<file path="src/rtl/pipeline_stage_regs_if.sv">
// rtl/pipeline_stage_regs_if.sv - bundle of IF/ID, ID/EX and EX/MEM pipeline register signals
interface pipeline_stage_regs_if;
  logic [31:0] ifid_in_pc;
  logic [31:0] ifid_in_instruction;
  logic [31:0] ifid_out_pc;
  logic [31:0] ifid_out_instruction;

  logic [9:0]  idex_in_ctl;
  logic [4:0]  idex_in_rt;
  logic [4:0]  idex_in_rd;
  logic [31:0] idex_in_imm;
  logic [31:0] idex_in_pc;
  logic [31:0] idex_in_rd1;
  logic [31:0] idex_in_rd2;
  logic        idex_RegDst;
  logic        idex_ALUSrc;
  logic [1:0]  idex_ALUOp;
  logic        idex_Branch;
  logic [4:0]  idex_out_ctl;
  logic [4:0]  idex_out_rt;
  logic [4:0]  idex_out_rd;
  logic [31:0] idex_out_imm;
  logic [31:0] idex_out_pc;
  logic [31:0] idex_out_rd1;
  logic [31:0] idex_out_rd2;

  logic [4:0]  exmem_in_ctl;
  logic [31:0] exmem_in_b_tgt;
  logic [31:0] exmem_in_alu_out;
  logic [31:0] exmem_in_rd2;
  logic [31:0] exmem_in_pc;
  logic [4:0]  exmem_in_wn;
  logic        exmem_MemRead;
  logic        exmem_MemWrite;
  logic [2:0]  exmem_out_ctl;
  logic [31:0] exmem_out_b_tgt;
  logic [31:0] exmem_out_alu_out;
  logic [31:0] exmem_out_rd2;
  logic [31:0] exmem_out_pc;
  logic [4:0]  exmem_out_wn;

  // Stage logic side: drives the bank inputs and consumes the registered outputs.
  modport master (
    output ifid_in_pc, ifid_in_instruction,
    input  ifid_out_pc, ifid_out_instruction,
    output idex_in_ctl, idex_in_rt, idex_in_rd, idex_in_imm, idex_in_pc, idex_in_rd1, idex_in_rd2,
    input  idex_RegDst, idex_ALUSrc, idex_ALUOp, idex_Branch, idex_out_ctl,
    input  idex_out_rt, idex_out_rd, idex_out_imm, idex_out_pc, idex_out_rd1, idex_out_rd2,
    output exmem_in_ctl, exmem_in_b_tgt, exmem_in_alu_out, exmem_in_rd2, exmem_in_pc, exmem_in_wn,
    input  exmem_MemRead, exmem_MemWrite, exmem_out_ctl,
    input  exmem_out_b_tgt, exmem_out_alu_out, exmem_out_rd2, exmem_out_pc, exmem_out_wn
  );

  modport slave (
    input  ifid_in_pc, ifid_in_instruction,
    output ifid_out_pc, ifid_out_instruction,
    input  idex_in_ctl, idex_in_rt, idex_in_rd, idex_in_imm, idex_in_pc, idex_in_rd1, idex_in_rd2,
    output idex_RegDst, idex_ALUSrc, idex_ALUOp, idex_Branch, idex_out_ctl,
    output idex_out_rt, idex_out_rd, idex_out_imm, idex_out_pc, idex_out_rd1, idex_out_rd2,
    input  exmem_in_ctl, exmem_in_b_tgt, exmem_in_alu_out, exmem_in_rd2, exmem_in_pc, exmem_in_wn,
    output exmem_MemRead, exmem_MemWrite, exmem_out_ctl,
    output exmem_out_b_tgt, exmem_out_alu_out, exmem_out_rd2, exmem_out_pc, exmem_out_wn
  );
endinterface

</file>
<file path="src/rtl/pipeline_stage_regs.sv">
// rtl/pipeline_stage_regs.sv - IF/ID, ID/EX and EX/MEM register banks of the 5-stage MIPS core
module pipeline_stage_regs (
  input  logic                        clk,
  input  logic                        rst,
  pipeline_stage_regs_if.slave        bus
);

  always_ff @(posedge clk) begin
    if (rst) begin
      bus.ifid_out_pc          <= '0;
      bus.ifid_out_instruction <= '0;
    end else begin
      bus.ifid_out_pc          <= bus.ifid_in_pc;
      bus.ifid_out_instruction <= bus.ifid_in_instruction;
    end
  end

  // EX-stage controls are peeled off here; only the MEM/WB bits travel on.
  always_ff @(posedge clk) begin
    if (rst) begin
      bus.idex_RegDst  <= 1'b0;
      bus.idex_ALUSrc  <= 1'b0;
      bus.idex_ALUOp   <= 2'b00;
      bus.idex_Branch  <= 1'b0;
      bus.idex_out_ctl <= '0;
      bus.idex_out_rt  <= '0;
      bus.idex_out_rd  <= '0;
      bus.idex_out_imm <= '0;
      bus.idex_out_pc  <= '0;
      bus.idex_out_rd1 <= '0;
      bus.idex_out_rd2 <= '0;
    end else begin
      bus.idex_RegDst  <= bus.idex_in_ctl[9];
      bus.idex_ALUSrc  <= bus.idex_in_ctl[8];
      bus.idex_ALUOp   <= bus.idex_in_ctl[7:6];
      bus.idex_Branch  <= bus.idex_in_ctl[5];
      bus.idex_out_ctl <= bus.idex_in_ctl[4:0];
      bus.idex_out_rt  <= bus.idex_in_rt;
      bus.idex_out_rd  <= bus.idex_in_rd;
      bus.idex_out_imm <= bus.idex_in_imm;
      bus.idex_out_pc  <= bus.idex_in_pc;
      bus.idex_out_rd1 <= bus.idex_in_rd1;
      bus.idex_out_rd2 <= bus.idex_in_rd2;
    end
  end

  // MEM-stage controls are peeled off here; only the WB bits travel on.
  always_ff @(posedge clk) begin
    if (rst) begin
      bus.exmem_MemRead     <= 1'b0;
      bus.exmem_MemWrite    <= 1'b0;
      bus.exmem_out_ctl     <= '0;
      bus.exmem_out_b_tgt   <= '0;
      bus.exmem_out_alu_out <= '0;
      bus.exmem_out_rd2     <= '0;
      bus.exmem_out_pc      <= '0;
      bus.exmem_out_wn      <= '0;
    end else begin
      bus.exmem_MemRead     <= bus.exmem_in_ctl[4];
      bus.exmem_MemWrite    <= bus.exmem_in_ctl[3];
      bus.exmem_out_ctl     <= bus.exmem_in_ctl[2:0];
      bus.exmem_out_b_tgt   <= bus.exmem_in_b_tgt;
      bus.exmem_out_alu_out <= bus.exmem_in_alu_out;
      bus.exmem_out_rd2     <= bus.exmem_in_rd2;
      bus.exmem_out_pc      <= bus.exmem_in_pc;
      bus.exmem_out_wn      <= bus.exmem_in_wn;
    end
  end

endmodule

</file>
<file path="src/flat_wrapper.sv">
// flat-port wrapper written by rule: the top's interface ports become plain ports
module pipeline_stage_regs_flat 
  (clk, rst, bus_ifid_in_pc, bus_ifid_in_instruction, bus_ifid_out_pc, bus_ifid_out_instruction, bus_idex_in_ctl, bus_idex_in_rt, bus_idex_in_rd, bus_idex_in_imm, bus_idex_in_pc, bus_idex_in_rd1, bus_idex_in_rd2, bus_idex_RegDst, bus_idex_ALUSrc, bus_idex_ALUOp, bus_idex_Branch, bus_idex_out_ctl, bus_idex_out_rt, bus_idex_out_rd, bus_idex_out_imm, bus_idex_out_pc, bus_idex_out_rd1, bus_idex_out_rd2, bus_exmem_in_ctl, bus_exmem_in_b_tgt, bus_exmem_in_alu_out, bus_exmem_in_rd2, bus_exmem_in_pc, bus_exmem_in_wn, bus_exmem_MemRead, bus_exmem_MemWrite, bus_exmem_out_ctl, bus_exmem_out_b_tgt, bus_exmem_out_alu_out, bus_exmem_out_rd2, bus_exmem_out_pc, bus_exmem_out_wn);
  pipeline_stage_regs_if bus_i ();
  input  logic clk;
  input  logic rst;
  input wire logic [$bits(bus_i.ifid_in_pc)-1:0] bus_ifid_in_pc;
  input wire logic [$bits(bus_i.ifid_in_instruction)-1:0] bus_ifid_in_instruction;
  output wire logic [$bits(bus_i.ifid_out_pc)-1:0] bus_ifid_out_pc;
  output wire logic [$bits(bus_i.ifid_out_instruction)-1:0] bus_ifid_out_instruction;
  input wire logic [$bits(bus_i.idex_in_ctl)-1:0] bus_idex_in_ctl;
  input wire logic [$bits(bus_i.idex_in_rt)-1:0] bus_idex_in_rt;
  input wire logic [$bits(bus_i.idex_in_rd)-1:0] bus_idex_in_rd;
  input wire logic [$bits(bus_i.idex_in_imm)-1:0] bus_idex_in_imm;
  input wire logic [$bits(bus_i.idex_in_pc)-1:0] bus_idex_in_pc;
  input wire logic [$bits(bus_i.idex_in_rd1)-1:0] bus_idex_in_rd1;
  input wire logic [$bits(bus_i.idex_in_rd2)-1:0] bus_idex_in_rd2;
  output wire logic [$bits(bus_i.idex_RegDst)-1:0] bus_idex_RegDst;
  output wire logic [$bits(bus_i.idex_ALUSrc)-1:0] bus_idex_ALUSrc;
  output wire logic [$bits(bus_i.idex_ALUOp)-1:0] bus_idex_ALUOp;
  output wire logic [$bits(bus_i.idex_Branch)-1:0] bus_idex_Branch;
  output wire logic [$bits(bus_i.idex_out_ctl)-1:0] bus_idex_out_ctl;
  output wire logic [$bits(bus_i.idex_out_rt)-1:0] bus_idex_out_rt;
  output wire logic [$bits(bus_i.idex_out_rd)-1:0] bus_idex_out_rd;
  output wire logic [$bits(bus_i.idex_out_imm)-1:0] bus_idex_out_imm;
  output wire logic [$bits(bus_i.idex_out_pc)-1:0] bus_idex_out_pc;
  output wire logic [$bits(bus_i.idex_out_rd1)-1:0] bus_idex_out_rd1;
  output wire logic [$bits(bus_i.idex_out_rd2)-1:0] bus_idex_out_rd2;
  input wire logic [$bits(bus_i.exmem_in_ctl)-1:0] bus_exmem_in_ctl;
  input wire logic [$bits(bus_i.exmem_in_b_tgt)-1:0] bus_exmem_in_b_tgt;
  input wire logic [$bits(bus_i.exmem_in_alu_out)-1:0] bus_exmem_in_alu_out;
  input wire logic [$bits(bus_i.exmem_in_rd2)-1:0] bus_exmem_in_rd2;
  input wire logic [$bits(bus_i.exmem_in_pc)-1:0] bus_exmem_in_pc;
  input wire logic [$bits(bus_i.exmem_in_wn)-1:0] bus_exmem_in_wn;
  output wire logic [$bits(bus_i.exmem_MemRead)-1:0] bus_exmem_MemRead;
  output wire logic [$bits(bus_i.exmem_MemWrite)-1:0] bus_exmem_MemWrite;
  output wire logic [$bits(bus_i.exmem_out_ctl)-1:0] bus_exmem_out_ctl;
  output wire logic [$bits(bus_i.exmem_out_b_tgt)-1:0] bus_exmem_out_b_tgt;
  output wire logic [$bits(bus_i.exmem_out_alu_out)-1:0] bus_exmem_out_alu_out;
  output wire logic [$bits(bus_i.exmem_out_rd2)-1:0] bus_exmem_out_rd2;
  output wire logic [$bits(bus_i.exmem_out_pc)-1:0] bus_exmem_out_pc;
  output wire logic [$bits(bus_i.exmem_out_wn)-1:0] bus_exmem_out_wn;
  assign bus_i.ifid_in_pc = bus_ifid_in_pc;
  assign bus_i.ifid_in_instruction = bus_ifid_in_instruction;
  assign bus_ifid_out_pc = bus_i.ifid_out_pc;
  assign bus_ifid_out_instruction = bus_i.ifid_out_instruction;
  assign bus_i.idex_in_ctl = bus_idex_in_ctl;
  assign bus_i.idex_in_rt = bus_idex_in_rt;
  assign bus_i.idex_in_rd = bus_idex_in_rd;
  assign bus_i.idex_in_imm = bus_idex_in_imm;
  assign bus_i.idex_in_pc = bus_idex_in_pc;
  assign bus_i.idex_in_rd1 = bus_idex_in_rd1;
  assign bus_i.idex_in_rd2 = bus_idex_in_rd2;
  assign bus_idex_RegDst = bus_i.idex_RegDst;
  assign bus_idex_ALUSrc = bus_i.idex_ALUSrc;
  assign bus_idex_ALUOp = bus_i.idex_ALUOp;
  assign bus_idex_Branch = bus_i.idex_Branch;
  assign bus_idex_out_ctl = bus_i.idex_out_ctl;
  assign bus_idex_out_rt = bus_i.idex_out_rt;
  assign bus_idex_out_rd = bus_i.idex_out_rd;
  assign bus_idex_out_imm = bus_i.idex_out_imm;
  assign bus_idex_out_pc = bus_i.idex_out_pc;
  assign bus_idex_out_rd1 = bus_i.idex_out_rd1;
  assign bus_idex_out_rd2 = bus_i.idex_out_rd2;
  assign bus_i.exmem_in_ctl = bus_exmem_in_ctl;
  assign bus_i.exmem_in_b_tgt = bus_exmem_in_b_tgt;
  assign bus_i.exmem_in_alu_out = bus_exmem_in_alu_out;
  assign bus_i.exmem_in_rd2 = bus_exmem_in_rd2;
  assign bus_i.exmem_in_pc = bus_exmem_in_pc;
  assign bus_i.exmem_in_wn = bus_exmem_in_wn;
  assign bus_exmem_MemRead = bus_i.exmem_MemRead;
  assign bus_exmem_MemWrite = bus_i.exmem_MemWrite;
  assign bus_exmem_out_ctl = bus_i.exmem_out_ctl;
  assign bus_exmem_out_b_tgt = bus_i.exmem_out_b_tgt;
  assign bus_exmem_out_alu_out = bus_i.exmem_out_alu_out;
  assign bus_exmem_out_rd2 = bus_i.exmem_out_rd2;
  assign bus_exmem_out_pc = bus_i.exmem_out_pc;
  assign bus_exmem_out_wn = bus_i.exmem_out_wn;
  pipeline_stage_regs u_core (.clk(clk), .rst(rst), .bus(bus_i));
endmodule
</file>
<file path="config.mk">
export PLATFORM = sky130hd
export DESIGN_NAME = pipeline_stage_regs_flat
export DESIGN_NICKNAME = d
export VERILOG_FILES = /design/src/rtl/pipeline_stage_regs_if.sv /design/src/rtl/pipeline_stage_regs.sv /design/src/flat_wrapper.sv
export SDC_FILE = /design/constraint.sdc
export NUM_CORES = 1
export LEC_CHECK = 0
export ABC_AREA = 1
export CORE_AREA = 4 4 270 272
export DETAILED_ROUTE_END_ITERATION = 10
export DIE_AREA = 0 0 274 276
export SYNTH_ARGS = -nofsm -noshare
export SYNTH_HDL_FRONTEND = slang
export SYNTH_SLANG_ARGS = --single-unit
</file>
<file path="constraint.sdc">
create_clock -name clk -period 0.8 [get_ports clk]
set_clock_uncertainty 0.15 [all_clocks]
set_input_delay 0.16 -clock clk [delete_from_list [all_inputs] [get_ports clk]]
set_output_delay 0.16 -clock clk [all_outputs]
set_load 0.02 [all_outputs]
</file>
Yosys cells after proc, flatten, opt, wreduce, memory -nomap -nowiden
Cells that the tools add are included.
{ "totals": {"regBits": 350} }

Depth between registers and ports, before layout
{ "logic_depth": {"ltp_word": 0, "mapped_depth": 4} }

Worst setup path before layout
Ideal clock, no wire load.
{ "synth_timing": {"path_kind": "input-to-reg", "start": "input port rst", "end": "register u_core.bus.exmem_out_alu_out[0]", "slack_ns": -0.071, "stages": 4, "t_arrival_ns": 0.609, "required_ns": 0.538, "cell_sequence": "buf_4 > buf_6 > buf_6 > nor2_1"} }
{ "synth_lines": {"columns": ["element", "line", "rtl"], "rows": [
  ["start, declared", "flat_wrapper.sv:6", "input logic rst;"],
  ["end signal, assigned", "pipeline_stage_regs.sv:63", "bus.exmem_out_alu_out <= bus.exmem_in_alu_out;"],
  ["end, declared", "pipeline_stage_regs_if.sv:62", "output exmem_out_b_tgt, exmem_out_alu_out, exmem_out_rd2, exmem_out_pc, exmem_out_wn"]
]} }
No word-level cell between the ends.

Worst setup path after layout
{ "layout_timing": {"start": "register u_core.bus.exmem_out_alu_out[19]", "end": "output port bus_exmem_out_alu_out[19]"} }
{ "layout_lines": {"columns": ["element", "line", "rtl"], "rows": [
  ["end, declared", "flat_wrapper.sv:39", "output wire logic [$bits(bus_i.exmem_out_alu_out)-1:0] bus_exmem_out_alu_out;"]
]} }
No word-level cell between the ends.

==> metrics <==
TritonCTS clock tree built; vias slightly below 9000; leading area contributor after synthesis dfxtp_1; die width between 200 and 300 um; Worst Path Class, Setup flip-flop to primary output; max-cap violations 0; Buf/Inv on CP 2; Seq/Total Area, Yosys 0.698; diode count 0; total clock sinks between 300 and 400; switching share of power 0.239; DRC viols 0; Combinational Power Share 0.146; top post-synthesis cells by count 350 x dfxtp_1, 350 x inv_1, 350 x nor2_1; Num CTS Buffers 40; Layout Cells excl Fill about 2800; vias per cell about 3.1; CP dominant cell by count buf_12; synthesized area per cell 9.22 sq um; DP Wirelength around 30000 um; ys async rst share 0; Syn Inst Count 1089; Synth area leaders dfxtp_1 70%, inv_1 13%, nor2_1 13%, buf_6 3.7%, buf_2 0.25%; synthesized netlist net count about 1400; drt wl/cell 13.7 um; Seq cells post-synth 350; Syn. warnings 0; min Tclk post-route 1.46 ns; GRT Residual Overflow 0; share of cells above drive strength 1 0.433; Slew Viols, Final 0; top_reg_cell synth dfxtp_1; IO Port Bufs between 700 and 800; H-tree depth 2; FMAX between 0.6 and 0.7 GHz; sw power between 10000 and 15000 uW; Slowest-stage cell, CP dfxtp_2; CP max FO 1; Synth cell types 6; status finished with violations; I/O pin cnt ~700; Starting Density 0.142; Hold Crit Class primary input to flip-flop; Cells after DPL 2750; pin count of the biggest net entering global routing 24; Worst Tran Pin Value about 0.28 ns; Final Hold Fails 230; global-route wire length before repair 55500 um; die area roughly 0.076 sq mm; Root Driver clkbuf_16; number of nets in the layout approximately 2200; drt first pass iters 4; Setup Viol. Count Final 350; Critical Path Sink Type primary output; Top delay family on crit path flip-flops; vias in the first global route a little over 9000; Sequential Power Share 0.426; number of flops mapped to enable cells by yosys 0; worst vdd ir 0.00150 V; Total GRT Usage 0.0971; power density cells around 2200 mW/mm^2; Die Span Y ~280 um; clock share of power 0.428; Startpoint Class flip-flop; RSZ-0062 raised after global routing true; wirelength, routed 38700 um; Site Rows 98; Final GP Congestion roughly 0.88; antenna-violating nets left 0; fillers 7313; Post-Syn Area ~0.010 sq mm; cell breakdown of the critical path buf_12 -> buf_12; initial antenna violation count 2; top-area cell type share of the netlist area 0.698; Worst EP required roughly 0.49 ns; Hold WS -0.275 ns; Slew HR 0.813; clock tree buffer depth 3; Reg clk slew, reported paths ~0.050 ns; final setup margin -0.658 ns; failing checks negative hold slack, negative setup slack; leakage roughly 0.010 uW; internal power about 34000 uW; Iter 0 DRT Violations 245; Syn-to-layout area delta 105%; core footprint 0.0708 sq mm; CP peak stage delay approximately 0.33 ns; Final Cycle Share 1.82; Critical Path AT between 1 and 1.5 ns
[registers in the layout, indices dropped and copies added, names as in the netlist]
name                             count
u_core.bus.exmem_MemRead             1
u_core.bus.exmem_MemWrite            1
u_core.bus.exmem_out_alu_out        32
u_core.bus.exmem_out_b_tgt          32
u_core.bus.exmem_out_ctl             3
u_core.bus.exmem_out_pc             32
u_core.bus.exmem_out_rd2            32
u_core.bus.exmem_out_wn              5
u_core.bus.idex_ALUOp                2
u_core.bus.idex_ALUSrc               1
u_core.bus.idex_Branch               1
u_core.bus.idex_RegDst               1
u_core.bus.idex_out_ctl              5
u_core.bus.idex_out_imm             32
u_core.bus.idex_out_pc              32
u_core.bus.idex_out_rd               5
u_core.bus.idex_out_rd1             32
u_core.bus.idex_out_rd2             32
u_core.bus.idex_out_rt               5
u_core.bus.ifid_out_instruction     32
u_core.bus.ifid_out_pc              32
[per-stage QoR]
stage	util	setup TNS (ns)	setup WS [ns]	total power [uW]	area (sq um)
CTS	0.291	-189.70	-0.724	45400	20600
global placement	0.259	-220.84	-0.532	25300	18300
global route	0.291	-191.02	-0.725	46500	20600
detailed placement	0.259	-222.84	-0.536	25400	18300
finish	0.291	-170.82	-0.658	44500	20600
floorplan	-	-5.67	-0.0189	21200	10100
[final timing paths]
check                              from  cells after the start                      endpoint  slack, ns
max    u_core.bus.exmem_out_alu_out[19]                      2     bus_exmem_out_alu_out[19]      -0.66
min                                 rst                      2  u_core.bus.exmem_out_rd2[31]      -0.28
[power by group through the flow]
stage                     clock [uW]  sequential, uW  combinational [uW]
after floorplan                    0           20200                1030
after global placement             0           19000                6370
after detailed placement           0           19000                6380
after CTS                      19800           19000                6600
after global routing           20500           19100                6930
final                          19100           19000                6490
[cell families after synthesis]
logic type	synth area share
and+or+nand+nor	0.131
DFF	0.698
buffers and inverters	0.171
[layout make-up]
cell class	instances	area, sq um	share of cell area
inverter	350	1310	0.0639
sequential	350	7450	0.362
clock buffer	62	1200	0.0586
timing repair buffer	749	7950	0.386
clock inverter	9	154	0.00748
tap	950	1190	0.0578
multi-input combinational	350	1310	0.0639
[routing by layer]
metal	GRT usage	share of wire
met5	0	0.00070
met3	0.0483	0.12
met1	0.0955	0.36
met2	0.174	0.49
met4	0.0370	0.034
[layout by cell type (no fill, tap or decap), drive strengths merged]
master,count
bufinv,4
inv,351
buf,399
nor2,350
clkdlybuf4s50,350
clkinv,2
clkinvlp,2
clkbuf,62
dfxtp,350
[repair_timing]
action | CTS | global route
endpoints found under the setup margin | 350 | 350
gates cloned | 0 | 0
buffers inserted | 0 | 0
gates resized for setup | 2451 | 0
hold endpoints to repair | 316 | 279
Note: power is estimated with default switching activity, not from simulation.
